<file path="src/rtl/bit_count_decoder.sv">
// Sequential count-to-thermometer decoder: shifts min(Count, 8) ones into Result,
// one per clock, using the Start/Ready/Done handshake of the ones-counter.
module bit_count_decoder (
  input  logic       clk,
  input  logic       Reset,
  input  logic       Start,
  input  logic [3:0] Count,
  output logic       Ready,
  output logic       Done,
  output logic [7:0] Result,
  output logic       Sat
);

  typedef enum logic [1:0] {
    S_IDLE  = 2'd0,
    S_BUILD = 2'd1,
    S_DONE  = 2'd2
  } state_t;

  state_t     state_r;
  logic [3:0] cnt_r;

  // Moore FSM; Ready/Done are registered alongside the state they decode
  always_ff @(posedge clk or posedge Reset) begin
    if (Reset) begin
      state_r <= S_IDLE;
      cnt_r   <= 4'd0;
      Result  <= 8'h00;
      Sat     <= 1'b0;
      Ready   <= 1'b1;
      Done    <= 1'b0;
    end else begin
      case (state_r)
        S_IDLE: begin
          if (Start) begin
            cnt_r   <= (Count > 4'd8) ? 4'd8 : Count;
            Result  <= 8'h00;
            Sat     <= (Count > 4'd8);
            state_r <= S_BUILD;
            Ready   <= 1'b0;
            Done    <= 1'b0;
          end else begin
            state_r <= S_IDLE;
            Ready   <= 1'b1;
            Done    <= 1'b0;
          end
        end
        S_BUILD: begin
          if (cnt_r != 4'd0) begin
            Result  <= {Result[6:0], 1'b1};
            cnt_r   <= cnt_r - 4'd1;
            state_r <= S_BUILD;
            Ready   <= 1'b0;
            Done    <= 1'b0;
          end else begin
            state_r <= S_DONE;
            Ready   <= 1'b0;
            Done    <= 1'b1;
          end
        end
        S_DONE: begin
          // Start must drop before a new operation can begin: no auto-restart
          if (Start) begin
            state_r <= S_DONE;
            Ready   <= 1'b0;
            Done    <= 1'b1;
          end else begin
            state_r <= S_IDLE;
            Ready   <= 1'b1;
            Done    <= 1'b0;
          end
        end
        default: begin
          state_r <= S_IDLE;
          cnt_r   <= 4'd0;
          Ready   <= 1'b1;
          Done    <= 1'b0;
        end
      endcase
    end
  end

endmodule

</file>
<file path="config.mk">
export PLATFORM = sky130hd
export DESIGN_NAME = bit_count_decoder
export DESIGN_NICKNAME = d
export VERILOG_FILES = /design/src/rtl/bit_count_decoder.sv
export SDC_FILE = /design/constraint.sdc
export NUM_CORES = 1
export LEC_CHECK = 0
export CAP_MARGIN = 15
export CORE_ASPECT_RATIO = 0.9
export CORE_MARGIN = 1.5
export CORE_UTILIZATION = 43
export DETAILED_ROUTE_END_ITERATION = 7
export PLACE_DENSITY = 0.72
export SYNTH_ARGS = -nofsm -noshare
export SYNTH_HDL_FRONTEND = slang
export SYNTH_SLANG_ARGS = --single-unit
</file>
<file path="constraint.sdc">
create_clock -name clk -period 1.79 [get_ports clk]
set_input_delay 0.358 -clock clk [delete_from_list [all_inputs] [get_ports clk]]
set_output_delay 0.358 -clock clk [all_outputs]
set_load 0.005 [all_outputs]
</file>
==> results.py <==
metrics = {
    "power_and_ir_drop": {
        "intPower_mw": 1.12,
        "cellPowerDensity_mw_per_mm2": 1580,
        "clkPwrFrac_pct": 11.5,
        "switching_share_pct": 36.0,
        "combPwrFrac_pct": 52.6,
        "ir_drop_uv": 1090,
        "p_seq_share_pct": 35.9,
        "p_sw_mw": 0.630,
        "p_leak_nw": 0.521,
    },
    "logic_synthesis": {
        "ys_async_sr_fraction_pct": 100,
        "synth_warnings": 0,
        "synth_edf_count": 0,
        "synthCells": 74,
        "syn-num-nets": 86,
        "yosysSeqAreaShare_pct": 52.0,
        "synth_flop_cell": "dfrtp_1",
        "ys_ff_latch": 17,
        "avgSynthCellArea_um2": 11.1,
        "yosysMostFrequentCell": "dfrtp_1",
        "netlist_top_cells_count": "16 x dfrtp_1, 8 x a22o_1, 6 x inv_1, 6 x nor2_1",
        "syn_area_um2": 821,
        "ys_top_cells_by_area": "dfrtp_1 49%, a22o_1 8.5%, ha_1 7.6%",
        "yosysTopAreaCell": "dfrtp_1",
        "synth.distinct_cells": 24,
        "synth_top_area_share_pct": 48.8,
    },
    "finish": {
        "final_layout_size_suffix_gt1_share_pct": 21.8,
        "multi_input_area_um2": 378,
        "nets": 114,
        "antenna_cells": 0,
        "nFillCells": 148,
        "final_cells": 125,
        "regArea_um2": 427,
        "area_delta_synth_final_pct": 34.9,
    },
    "critical_path": {
        "rr_worst_depth": 6,
        "critPathSlowestCell": "dfrtp_1",
        "critPathMaxStageDelay_ns": 0.40,
        "cp-end-kind": "register",
        "setup.worst_path.start_class": "register",
        "required_ns": 1.97,
        "worstPathCellList": "inv_1 -> ha_1 -> nor2b_1 -> or2_4 -> nor2_4 -> mux2_2",
        "ff2ff_setup_slack_ns": 0.08,
        "cp.arrival_ns": 1.88,
        "worstReg2RegEnd": "cnt_r[0]$_DFFE_PP0P_",
        "r2r_start": "state_r[0]$_DFF_PP0_",
        "critPathKind": "register to register",
        "crit_fanout": 4,
    },
    "die": {
        "initial_core_util_pct": 47.3,
        "ios": 18,
        "core-area_mm2": 0.00173,
        "die_area_mm2": 0.00218,
        "rows": 14,
        "fp.dieW_um": 49.1,
        "die_y_um": 44.5,
    },
    "sta": {
        "slew_headroom_pct": 77.4,
        "hold_violations": 0,
        "rsz0062_at_grt": "no",
        "worstMarginPinSlew_ns": 0.339,
        "finalClockSkew_ns": 0.00192,
        "fin_ws_ns": 0.0847,
        "fmax_mhz": 586,
        "final_max_slew_viol_count": 0,
        "post-route-min-period_ns": 1.71,
        "setup_viol": 0,
        "fin_crit_sh_pct": 95.3,
        "tns_ns": 0,
    },
    "global_route": {
        "gr-total-overflow": 0,
        "grt_pass1_vias": 642,
        "track_usage_pct": 16.5,
        "grt_pass1_wl_mm": 2.71,
        "grt_max_degree": 18,
        "antenna_found_initial": 0,
    },
    "route": {
        "viasPerCell": 5.06,
        "wl_met1_um": 713,
        "wl_per_cell_um": 12.4,
        "highest_layer": "met4",
        "drc": 0,
        "drt_iter0_drc": 5,
        "route.met3.wl_um": 48,
        "dr.pass1.iters": 3,
        "route.met2.wl_um": 786,
        "drt_wl_total_mm": 1.55,
        "ant_nets": 0,
        "vias": 633,
    },
    "clock_tree": {
        "worst_skew_pair.late_latency_ns": 0.28,
        "cts_num_sinks": 17,
        "tritoncts": "built",
        "path_clk_slew_ns": 0.10,
        "htree_levels": 1,
        "cts_buffers": 3,
        "cts_buffer_depth": 2,
        "root_buffer": "clkbuf_4",
    },
    "placed_design": {
        "hpwl_mm": 1.18,
        "place_congestion": 0.805,
        "port_buffers": 17,
        "dp_cells": 120,
        "place_ws_ns": -0.0958,
    },
    "run_status": {
        "status": "finished, final reports clean",
    },
    "job": {
        "cap_violations": 0,
    },
    "hold_path": {
        "hold_class": "input port to asynchronous set/reset pin",
    },
}
==> power groups by stage <==
stage | sequential (mW) | combinational [mW] | clock (mW)
after floorplan | 0.634 | 0.557 | 0
after global placement | 0.632 | 0.841 | 0
after detailed placement | 0.638 | 0.866 | 0
after CTS | 0.630 | 0.884 | 0.210
after global routing | 0.653 | 1.03 | 0.231
final | 0.629 | 0.922 | 0.201
==> layout make-up <==
cell class | instances | area share (%)
repair buffers | 24 | 20.1
flip-flops and latches | 17 | 38.5
inverters | 6 | 2.03
clock buffers | 3 | 2.03
multi-input cells | 50 | 34.1
clock inverters | 1 | 0.452
well taps | 24 | 2.71
==> state kept, by name (all words and copies together) (netlist names) <==
name	cells
Result	8
cnt_r	4
state_r	2
Done	1
Ready	1
Sat	1
==> worst max-delay path, delay by kind of cell, from the launching register on <==
| family | cells | cell delay (ns) |
|---|---|---|
| buffers and inverters | 1 | 0.08 |
| DFF | 1 | 0.40 |
| adders and majority gates | 1 | 0.21 |
| and+or+nand+nor | 3 | 0.56 |
| muxes | 1 | 0.34 |
==> worst max path at each step <==
stage,endpoint,start,slack (ns),depth (start not counted)
after floorplan,cnt_r[0]$_DFFE_PP0P_,state_r[0]$_DFF_PP0_,0.02,6
after global placement,cnt_r[1]$_DFFE_PP0P_,Start,-0.08,5
after detailed placement,cnt_r[0]$_DFFE_PP0P_,Start,-0.1,5
after CTS,Result[3]$_DFFE_PP0P_,state_r[1]$_DFF_PP0_,0.01,5
after global routing,cnt_r[0]$_DFFE_PP0P_,state_r[0]$_DFF_PP0_,0.04,6
final,cnt_r[0]$_DFFE_PP0P_,state_r[0]$_DFF_PP0_,0.08,6
==> logic make-up (layout without fill, tap and decap cells) <==
| logic type | after synthesis | after routing | synth area share [%] |
|---|---|---|---|
| simple gates | 21 | 21 | 13.3 |
| flops | 17 | 17 | 52.0 |
| fa+ha+maj | 5 | 5 | 7.62 |
| mux | 2 | 2 | 2.74 |
| buf+inv | 7 | 34 | 4.12 |
| compound gates | 22 | 22 | 20.3 |
==> layer usage <==
layer  GRT usage (%)  vias to the layer above
met3            4.39                        2
li1                -                      316
met4            5.14                        0
met1            20.7                      305
met2            28.2                       10
met5               0                        -
==> placed cells by master, fill, tap and decap left out, drive strengths merged, types with 2 or more instances in the layout <==
cell           Yosys  routed
mux2               2       2
o21bai             2       2
o21ai              4       4
nand2              5       5
nor2               7       7
a21o               2       2
clkbuf             0       3
a22o               8       8
clkdlybuf4s50      0      17
inv                6       6
buf                1       7
dfrtp             16      16
ha                 5       5
nor3               2       2
nor2b              3       3
a21oi              2       2
==> metrics by stage <==
| step | hold slack [ns] | total power, mW | cell area [um^2] | utilization [%] |
|---|---|---|---|---|
| after floorplan | 0.283 | 1.19 | 821 | - |
| after global placement | 0.461 | 1.47 | 1050 | 60.8 |
| after detailed placement | 0.470 | 1.50 | 1050 | 60.8 |
| after CTS | 0.370 | 1.73 | 1080 | 62.6 |
| after global routing | 0.367 | 1.91 | 1110 | 63.9 |
| final | 0.368 | 1.75 | 1110 | 63.9 |
==> repair_timing <==
action,4_1_cts,5_1_grt
gates cloned,0,0
pin swaps,0,1
hold buffers,0,0
setup buffers,0,1
setup endpoints to repair,2,10
resized for setup,1,4
Power figures use the tool's default switching activity.
